`config.mk`:
```
export PLATFORM = sky130hd
export DESIGN_NAME = itch_message_dispatcher_flat
export DESIGN_NICKNAME = d
export VERILOG_FILES = /design/src/rtl/itch_message_dispatcher_pkg.sv /design/src/rtl/itch_message_dispatcher_if.sv /design/src/rtl/itch_message_dispatcher_type_decoder.sv /design/src/rtl/itch_message_dispatcher.sv /design/src/flat_wrapper.sv
export SDC_FILE = /design/constraint.sdc
export NUM_CORES = 1
export LEC_CHECK = 0
export ABC_AREA = 1
export CAP_MARGIN = 30
export CORE_ASPECT_RATIO = 0.7
export CORE_MARGIN = 8
export CORE_UTILIZATION = 39
export DETAILED_ROUTE_END_ITERATION = 6
export PLACE_DENSITY = 0.69
export SLEW_MARGIN = 20
export SYNTH_ARGS = -nofsm -noshare
export SYNTH_HDL_FRONTEND = slang
export SYNTH_SLANG_ARGS = --single-unit
```
`constraint.sdc`:
```
create_clock -name clk -period 2.6 [get_ports clk]
set_input_delay 0.52 -clock clk [delete_from_list [all_inputs] [get_ports clk]]
set_output_delay 0.52 -clock clk [all_outputs]
set_load 0.005 [all_outputs]
```
`src/rtl/itch_message_dispatcher_pkg.sv`:
```
// Shared constants for the ITCH message dispatcher: type bytes, shortest legal
// message per type, start-vector bit positions and FSM states.
package itch_message_dispatcher_pkg;

   localparam int TYPE_WORD_DEF = 8;

   localparam logic [7:0] MSG_ADD = 8'h41;
   localparam logic [7:0] MSG_EXP = 8'h43;
   localparam logic [7:0] MSG_DEL = 8'h44;
   localparam logic [7:0] MSG_EXE = 8'h45;

   // Lowest word index that may carry inLast for a complete message.
   localparam logic [7:0] MIN_LAST_ADD = 8'd12;
   localparam logic [7:0] MIN_LAST_EXP = 8'd15;
   localparam logic [7:0] MIN_LAST_DEL = 8'd9;
   localparam logic [7:0] MIN_LAST_EXE = 8'd11;

   localparam int START_ADD = 0;
   localparam int START_DEL = 1;
   localparam int START_EXE = 2;
   localparam int START_EXP = 3;

   typedef logic [3:0] start_t;

   typedef enum logic [1:0] {
      ST_HDR,
      ST_BODY,
      ST_DROP
   } state_t;

endpackage

```
`src/rtl/itch_message_dispatcher_if.sv`:
```
// Word stream in, shared parser bus out. The producer/bench uses master,
// the dispatcher uses slave.
interface itch_message_dispatcher_if #(
   parameter int CNT_W     = 4,
   parameter int ERR_CNT_W = 16
);
   logic                 inValid;
   logic [63:0]          inData;
   logic                 inLast;
   logic                 dataValid;
   logic [63:0]          dataIn;
   logic [CNT_W-1:0]     counter;
   logic                 startAddOrder;
   logic                 startOrderDelete;
   logic                 startOrderExecuted;
   logic                 startOrderExecutedWithPrice;
   logic                 msgDone;
   logic                 msgAbort;
   logic [ERR_CNT_W-1:0] errCount;

   modport master (
      output inValid, inData, inLast,
      input  dataValid, dataIn, counter,
      input  startAddOrder, startOrderDelete, startOrderExecuted, startOrderExecutedWithPrice,
      input  msgDone, msgAbort, errCount
   );

   modport slave (
      input  inValid, inData, inLast,
      output dataValid, dataIn, counter,
      output startAddOrder, startOrderDelete, startOrderExecuted, startOrderExecutedWithPrice,
      output msgDone, msgAbort, errCount
   );
endinterface

```
`src/rtl/itch_message_dispatcher_type_decoder.sv`:
```
// Combinational decode of the ITCH message-type byte.
module itch_message_dispatcher_type_decoder
   import itch_message_dispatcher_pkg::*;
(
   input  logic [7:0] type_byte,
   output start_t     start_vec,
   output logic [7:0] min_last,
   output logic       known
);

   // Map the type byte onto its start line and shortest legal message.
   always_comb begin
      start_vec = '0;
      min_last  = '0;
      case (type_byte)
         MSG_ADD: begin start_vec[START_ADD] = 1'b1; min_last = MIN_LAST_ADD; end
         MSG_DEL: begin start_vec[START_DEL] = 1'b1; min_last = MIN_LAST_DEL; end
         MSG_EXE: begin start_vec[START_EXE] = 1'b1; min_last = MIN_LAST_EXE; end
         MSG_EXP: begin start_vec[START_EXP] = 1'b1; min_last = MIN_LAST_EXP; end
         default: ;
      endcase
   end

   assign known = |start_vec;

endmodule

```
`src/rtl/itch_message_dispatcher.sv`:
```
// ITCH dispatcher top: numbers incoming words, decodes the type word, drives
// the shared dataIn/counter bus with one start level per message type, and
// counts dropped messages.
module itch_message_dispatcher
   import itch_message_dispatcher_pkg::*;
#(
   parameter int TYPE_WORD = TYPE_WORD_DEF,
   parameter int CNT_W     = 4,
   parameter int ERR_CNT_W = 16
) (
   input logic                      clk,
   input logic                      rst,
   itch_message_dispatcher_if.slave bus
);

   // One extra index bit so the first word past the forwardable range is visible.
   localparam int               IDX_W    = CNT_W + 1;
   localparam logic [IDX_W-1:0] IDX_MAX  = IDX_W'(2 ** CNT_W);
   localparam logic [IDX_W-1:0] IDX_TYPE = IDX_W'(TYPE_WORD);

   state_t               state;
   logic [IDX_W-1:0]     idx;
   logic [7:0]           idx_ext;
   start_t               lat_start;
   logic [7:0]           lat_min;
   start_t               dec_start;
   logic [7:0]           dec_min;
   logic                 dec_known;

   logic                 data_valid;
   logic [63:0]          data_in;
   logic [CNT_W-1:0]     counter;
   start_t               start;
   logic                 msg_done;
   logic                 msg_abort;
   logic [ERR_CNT_W-1:0] err_count;

   assign idx_ext = 8'(idx);

   itch_message_dispatcher_type_decoder u_decoder (
      .type_byte (bus.inData[23:16]),
      .start_vec (dec_start),
      .min_last  (dec_min),
      .known     (dec_known)
   );

   function automatic logic [ERR_CNT_W-1:0] sat_inc(input logic [ERR_CNT_W-1:0] v);
      return (v == '1) ? v : v + 1'b1;
   endfunction

   // Message FSM with registered bus outputs; bubbles leave every strobe low.
   always_ff @(posedge clk or negedge rst) begin
      if (!rst) begin
         state      <= ST_HDR;
         idx        <= '0;
         lat_start  <= '0;
         lat_min    <= '0;
         data_valid <= 1'b0;
         data_in    <= '0;
         counter    <= '0;
         start      <= '0;
         msg_done   <= 1'b0;
         msg_abort  <= 1'b0;
         err_count  <= '0;
      end else begin
         data_valid <= 1'b0;
         counter    <= '0;
         start      <= '0;
         msg_done   <= 1'b0;
         msg_abort  <= 1'b0;
         if (bus.inValid) begin
            data_in <= bus.inData;
            // Index parks at IDX_MAX while an oversize message is swallowed.
            if (bus.inLast)          idx <= '0;
            else if (idx != IDX_MAX) idx <= idx + 1'b1;
            case (state)
               ST_HDR: begin
                  if (idx < IDX_TYPE) begin
                     data_valid <= 1'b1;
                     counter    <= idx[CNT_W-1:0];
                     if (bus.inLast) err_count <= sat_inc(err_count);
                  end else if (dec_known) begin
                     data_valid <= 1'b1;
                     counter    <= idx[CNT_W-1:0];
                     lat_start  <= dec_start;
                     lat_min    <= dec_min;
                     if (bus.inLast && idx_ext < dec_min) begin
                        msg_abort <= 1'b1;
                        err_count <= sat_inc(err_count);
                     end else begin
                        start <= dec_start;
                        if (bus.inLast) msg_done <= 1'b1;
                        else            state    <= ST_BODY;
                     end
                  end else begin
                     err_count <= sat_inc(err_count);
                     if (!bus.inLast) state <= ST_DROP;
                  end
               end
               ST_BODY: begin
                  if (idx == IDX_MAX) begin
                     msg_abort <= 1'b1;
                     err_count <= sat_inc(err_count);
                     state     <= bus.inLast ? ST_HDR : ST_DROP;
                  end else begin
                     data_valid <= 1'b1;
                     counter    <= idx[CNT_W-1:0];
                     if (bus.inLast) begin
                        state <= ST_HDR;
                        if (idx_ext < lat_min) begin
                           msg_abort <= 1'b1;
                           err_count <= sat_inc(err_count);
                        end else begin
                           start    <= lat_start;
                           msg_done <= 1'b1;
                        end
                     end else begin
                        start <= lat_start;
                     end
                  end
               end
               ST_DROP: begin
                  if (bus.inLast) state <= ST_HDR;
               end
               default: state <= ST_HDR;
            endcase
         end
      end
   end

   assign bus.dataValid                   = data_valid;
   assign bus.dataIn                      = data_in;
   assign bus.counter                     = counter;
   assign bus.startAddOrder               = start[START_ADD];
   assign bus.startOrderDelete            = start[START_DEL];
   assign bus.startOrderExecuted          = start[START_EXE];
   assign bus.startOrderExecutedWithPrice = start[START_EXP];
   assign bus.msgDone                     = msg_done;
   assign bus.msgAbort                    = msg_abort;
   assign bus.errCount                    = err_count;

endmodule

```
`src/flat_wrapper.sv`:
```
// flat-port wrapper written by rule: the top's interface ports become plain ports
module itch_message_dispatcher_flat import itch_message_dispatcher_pkg::*;
#(
   parameter int TYPE_WORD = TYPE_WORD_DEF,
   parameter int CNT_W     = 4,
   parameter int ERR_CNT_W = 16
)
  (clk, rst, bus_inValid, bus_inData, bus_inLast, bus_dataValid, bus_dataIn, bus_counter, bus_startAddOrder, bus_startOrderDelete, bus_startOrderExecuted, bus_startOrderExecutedWithPrice, bus_msgDone, bus_msgAbort, bus_errCount);
  itch_message_dispatcher_if #(.CNT_W(CNT_W), .ERR_CNT_W(ERR_CNT_W)) bus_i ();
  input logic clk;
  input logic rst;
  input wire logic [$bits(bus_i.inValid)-1:0] bus_inValid;
  input wire logic [$bits(bus_i.inData)-1:0] bus_inData;
  input wire logic [$bits(bus_i.inLast)-1:0] bus_inLast;
  output wire logic [$bits(bus_i.dataValid)-1:0] bus_dataValid;
  output wire logic [$bits(bus_i.dataIn)-1:0] bus_dataIn;
  output wire logic [$bits(bus_i.counter)-1:0] bus_counter;
  output wire logic [$bits(bus_i.startAddOrder)-1:0] bus_startAddOrder;
  output wire logic [$bits(bus_i.startOrderDelete)-1:0] bus_startOrderDelete;
  output wire logic [$bits(bus_i.startOrderExecuted)-1:0] bus_startOrderExecuted;
  output wire logic [$bits(bus_i.startOrderExecutedWithPrice)-1:0] bus_startOrderExecutedWithPrice;
  output wire logic [$bits(bus_i.msgDone)-1:0] bus_msgDone;
  output wire logic [$bits(bus_i.msgAbort)-1:0] bus_msgAbort;
  output wire logic [$bits(bus_i.errCount)-1:0] bus_errCount;
  assign bus_i.inValid = bus_inValid;
  assign bus_i.inData = bus_inData;
  assign bus_i.inLast = bus_inLast;
  assign bus_dataValid = bus_i.dataValid;
  assign bus_dataIn = bus_i.dataIn;
  assign bus_counter = bus_i.counter;
  assign bus_startAddOrder = bus_i.startAddOrder;
  assign bus_startOrderDelete = bus_i.startOrderDelete;
  assign bus_startOrderExecuted = bus_i.startOrderExecuted;
  assign bus_startOrderExecutedWithPrice = bus_i.startOrderExecutedWithPrice;
  assign bus_msgDone = bus_i.msgDone;
  assign bus_msgAbort = bus_i.msgAbort;
  assign bus_errCount = bus_i.errCount;
  itch_message_dispatcher #(.TYPE_WORD(TYPE_WORD), .CNT_W(CNT_W), .ERR_CNT_W(ERR_CNT_W)) u_core (.clk(clk), .rst(rst), .bus(bus_i));
endmodule
```
# After elaboration in Yosys (flattened, before gate mapping)
# Index checks and enable logic that the tools add are counted.
[totals]
register_bits = 110
input_bits = 68
output_inout_bits = 91
wordCells = 103
[op_classes]
add_sub_neg = 2
n_lt_le_gt_ge = 3
n_eq_ne = 17
n_mux = 60
bitwise_logic = 1
n_reduce_logical = 9
[ops]
columns = ["op", "n"]
rows = [
  ["$mux W16", 8],
  ["$mux W4", 11],
  ["$eq A8 B7 Y1 const B", 4],
  ["$pmux W16 S2", 1],
  ["$mux W1", 23],
  ["$add A16 B1 Y16 const B", 1],
  ["$eq A16 B16 Y1 const B", 1],
  ["$mux W2", 8],
  ["$pmux W4 S2", 2],
  ["$pmux W4 S4", 1],
  ["$mux W5", 2],
  ["$ne A3 B2 Y1 const B", 3],
  ["$lt A5 B8 Y1", 1],
  ["$ne A3 B3 Y1 const B", 2],
  ["$pmux W1 S2", 3],
  ["$pmux W2 S3", 1],
  ["$reduce_and A6 Y1", 1],
  ["$add A5 B1 Y5 const B", 1],
  ["$eq A5 B5 Y1 const B", 1],
  ["$lt A5 B4 Y1", 1],
  ["$lt A5 B4 Y1 const B", 1],
  ["$ne A5 B5 Y1 const B", 1],
  ["$reduce_and A5 Y1", 1],
  ["$ne A4 B4 Y1 const B", 1],
  ["11 further kinds", 12],
]

# Depth between registers and ports, before layout
[depth]
depth_word = 9
depth_mapped = 16
ltp_nobuf = 15

# By module
# From an unflattened synthesis, not the netlist that was laid out.
[unflattened]
cells_unflattened = 628
hier_area_um2 = 5185.0
[modules_own_cells]
columns = ["module", "instances", "cells_each", "area_each_um2", "seq_area_each_um2"]
rows = [
  ["itch_message_dispatcher", 1, 591, 4994.8, 2752.6],
  ["itch_message_dispatcher_type_decoder", 1, 37, 190.2, 0.0],
]

# Least setup slack after synthesis
# No wires, ideal clock.
[synth_timing]
path_kind = "input to register"
from = "input bus_inData[20]"
to = "register u_core.err_count[14], in the netlist u_core.bus.errCount[14]"
setup_time_ps = 117
arrival_time_ps = 2134
required_time_ps = 2483
slack_ps = 349
stages = 15
path_cell_list = "inv_1 > nand2_1 > nor2_4 > nand2_1 > inv_1 > nor2_1 > ha_1 > a21oi_1 > o211a_1 > nand3_4 > nand2_4 > buf_8 > nand3_2 > nand2_1 > nand2_1"
[synth_via]
elab_chain_len = 6
[synth_lines]
columns = ["item", "line", "rtl"]
rows = [
  ["from (decl)", "flat_wrapper.sv:13", "input wire logic [$bits(bus_i.inData)-1:0] bus_inData;"],
  ["$eq A8 B7 Y1", "itch_message_dispatcher_type_decoder.sv:15", "case (type_byte)"],
  ["$pmux W4 S4 / $mux W1 (equally long branches)", "itch_message_dispatcher_type_decoder.sv:15", ""],
  ["$lt A5 B4 Y1 / $reduce_or A4 Y1 (equally long branches)", "itch_message_dispatcher.sv:87, itch_message_dispatcher_type_decoder.sv:24", ""],
  ["$logic_and A1 B1 Y1 / $mux W16 (equally long branches)", "itch_message_dispatcher.sv:87, itch_message_dispatcher.sv:82", ""],
  ["$ne A4 B4 Y1 (no line) / $mux W16 (equally long branches)", "--", ""],
  ["$reduce_and A6 Y1 (no line) / $pmux W16 S2 (equally long branches)", "--", ""],
  ["to (signal assigned)", "itch_message_dispatcher.sv:89", "err_count <= sat_inc(err_count);"],
  ["to (signal assigned)", "itch_message_dispatcher.sv:96", "err_count <= sat_inc(err_count);"],
  ["to (signal assigned)", "itch_message_dispatcher.sv:103", "err_count <= sat_inc(err_count);"],
  ["to (decl)", "itch_message_dispatcher.sv:36", "logic [ERR_CNT_W-1:0] err_count;"],
]
# Parallel ways exist; a longest one is shown, timed or not.
# A chain may end at the register's enable or synchronous reset.

# Worst setup path in the final report
[layout_timing]
from = "input bus_inData[20]"
to = "register u_core.err_count[15], in the netlist u_core.bus.errCount[15]"
# Same word-level chain as after synthesis.

==> key figures <==
Worst setup path
  • Crit path capture: u_core.bus.errCount[15]
  • Critical path launch point: bus_inData[20]
  • Critical Path Start Type: input port
  • Reg-to-reg critical path startpoint: u_core.idx[1]
  • Worst reg2reg endpoint: u_core.bus.errCount[11]
  • Reg2reg setup slack: 470 ps
  • CP Class: input port to flop
  • Crit-path max FO: 6
  • Reg2Reg Depth: 10
  • WP data required: between 2000 and 3000 ps
  • WP data arrival: 2670 ps
  • CP Capture Type: flop

Power and ir drop
  • Switch share: 0.268
  • Worst VDD drop: 0.341 mV
  • Static Leakage: 3.49 nW
  • Clock power frac: 0.337
  • Seq pwr share: 0.469
  • Psw: between 0.001 and 0.0015 W
  • Comb pwr share: 0.194
  • Internal power: 0.00298 W
  • Pwr Density: between 500 and 600 nW/um^2

Drt
  • WL final: 14200 um
  • Via count: approximately 4500
  • Remaining DRCs: 0
  • Starting DRC count in detailed routing: 244
  • 1st-pass router iterations: 4
  • Routed Antenna Nets: 0
  • Avg Vias per Cell: 4.74
  • DR WL/cell: 15.0 um

Place
  • # port buffers: 158
  • Hpwl dp: around 11000 um
  • Gpl congestion: 0.859

Floorplanning
  • Die Ht: 111 um
  • Placement row count: 34
  • Core Region: 12500 sq um
  • Die ar.: 16700 sq um
  • Initial core utilization: 0.400
  • Die width: approximately 150 um
  • Boundary Pins: 159

GRT
  • Vias in the first global route: 4668
  • Initial antenna violation count: 0
  • Pin count of the biggest net entering global routing: 58
  • Grt ovf: 0
  • Global-route wire length before repair: 23800 um
  • Global routing usage summed across all routing layers: 0.174

Clock tree
  • Clock-pin slew of the registers on the worst-case setup and hold paths: about 70 ps
  • Clock tree buffer depth: 2
  • CTS tree: done
  • Root Driver: clkbuf_16
  • TritonCTS buffer count: 9
  • Hold buffers post-CTS: 0
  • Htree depth: 3
  • Skew-Pair Late Insertion Delay: 340 ps
  • Sink Count: 106

Timing
  • Hold Slack: between 150 and 200 ps
  • Final Slew Violations: 0
  • Tcrit/Tclk final: 0.938
  • Setup_tns: 0 ps
  • Tmin final: approximately 2400 ps
  • Max frequency: 410 MHz
  • Final hold violation count: 0
  • RSZ-0062 raised after global routing: no
  • Slew margin rel.: 0.626
  • Clock Skews: 5.47 ps
  • Slew @ Worst Pin: 561 ps
  • Endpoints failing setup: 0

Final layout
  • Fin nets: between 800 and 900
  • Commonest non-fill, non-tap cells in the layout: nand2_1, clkdlybuf4s50_1, dfrtp_1
  • Diode count: 0
  • Area Overhead vs Synth: 45.1%
  • Utilization after layout: 0.580
  • Share of post-route cells with drive strength above 1: 0.114
  • Sequential cell area: 2650 sq um
  • Multi-input gate area: 2100 sq um
  • Most common cell after layout, fill and taps aside: nand2_1
  • Fillers: 1092

Synth
  • Distinct cells, synth: 36
  • Simple-gate portion of the synthesized area: 0.322
  • Async set-reset flop share out of synthesis: 1.00
  • Sequential area share after synthesis: 0.532
  • Yosys reg bits: approximately 110
  • Yosys warning count: 0
  • Compound-cell area share of the yosys netlist: 0.0477
  • EDFF count, synth: 0
  • Mapped Cells: 600
  • Syn avg cell area: ~8.3 sq um
  • Synthesized area: 4980 sq um
  • Syn_nets: about 680
  • Xor/xnor share of the synthesized area: 0.0141
  • Largest family of logic cells by synthesized area: simple AND/OR/NAND/NOR gates
  • Ys flop type: dfrtp_1
  • Post-Synth Adder-Cell Area: 0.0251
  • Mux share of post-synthesis cell area: 0

Run
  • Number of max-cap violations: 0

Hold path
  • Hold Path Class: input port to asynchronous set/reset pin

Run status
  • Run status: complete, no violations
## synth_stat cells (9+ instances only)
cell        n  share of area
a21oi_1    11          0.011
clkbuf_1   11         0.0083
nand2_1   265           0.20
dfrtp_1   106           0.53
inv_2      10         0.0075
o21ai_0    16          0.016
nand3_1    17          0.017
nand4_1    19          0.024
nor2_1     26          0.020
inv_1      40          0.030
nand3_2     9          0.018
ha_1       10          0.025
## state kept, by name, summed over array words and instances, names as in the netlist
register and cells:
u_core.start 4, u_core.state 2, u_core.bus.msgAbort 1, u_core.bus.errCount 16
u_core.bus.dataIn 64, u_core.lat_start 4, u_core.idx 5, u_core.bus.dataValid 1
u_core.bus.counter 4, u_core.lat_min 4, u_core.bus.msgDone 1
## final cells by class
cell class / instances / share of cell area
inverter: 50 / 0.0259
sequential: 106 / 0.367
clock buffer: 10 / 0.0316
timing repair buffer: 184 / 0.248
tap: 162 / 0.0280
clock inverter: 6 / 0.00917
multi-input combinational: 425 / 0.291
## repair_timing
| action | in CTS | in global routing |
|---|---|---|
| setup endpoints to repair | 0 | 17 |
| setup buffers | 0 | 2 |
| gates resized for setup | 0 | 9 |
## critical path, stage by stage
cell,delay (ps)
clkdlybuf4s50_1,400
inv_1,60
nand2_1,80
nor2_4,170
buf_4,130
nand2_2,60
inv_1,80
nor2_1,60
ha_1,200
a21oi_2,120
o211a_1,230
nand3_4,130
nand2_8,120
nand3_2,130
nand2_1,100
nand2_1,50
## worst min path at each step
stage,endpoint,slack [ps],cells past startpoint
2_1_floorplan,u_core.bus.counter[0],220,0
6_report,u_core.lat_min[0],160,1
3_5_place_dp,u_core.lat_min[3],450,2
3_3_place_gp,u_core.lat_min[3],440,2
4_1_cts,u_core.start[3],170,1
5_1_grt,u_core.lat_min[0],190,1
## stage by stage
step                      cells  area [sq um]  worst slack [ps]  total power, W
final                       943          7230               161         0.00407
after detailed placement    923          6860              -297         0.00273
after floorplan             600          4980               349         0.00220
after global routing        943          7230              18.6         0.00428
after CTS                   939          7160              60.3         0.00410
after global placement      923          6860              -187         0.00271
## cells by family (layout without fill, tap and decap cells)
family,count (synthesis),in the layout
compound gates,42,42
xor+xnor,8,8
fa+ha+maj,10,10
buf+inv,71,250
flops,106,106
simple gates,363,365
## power groups by stage
stage          logic [W]  clock network, W  registers (W)
3_3_place_gp    0.000778                 0        0.00193
6_report        0.000790           0.00137        0.00191
5_1_grt         0.000884           0.00146        0.00193
4_1_cts         0.000793           0.00140        0.00191
3_5_place_dp    0.000789                 0        0.00194
2_1_floorplan   0.000271                 0        0.00193
## per-layer routing
metal  wire, um  global-route usage  vias to the layer above
li1           -                   -                     2238
met1       6260               0.219                     2082
met2       6160               0.266                      142
met3       1680              0.0905                        8
met4         73              0.0276                        0
met5          0                   0                        -
No activity file was read; power rests on OpenSTA's default activity.
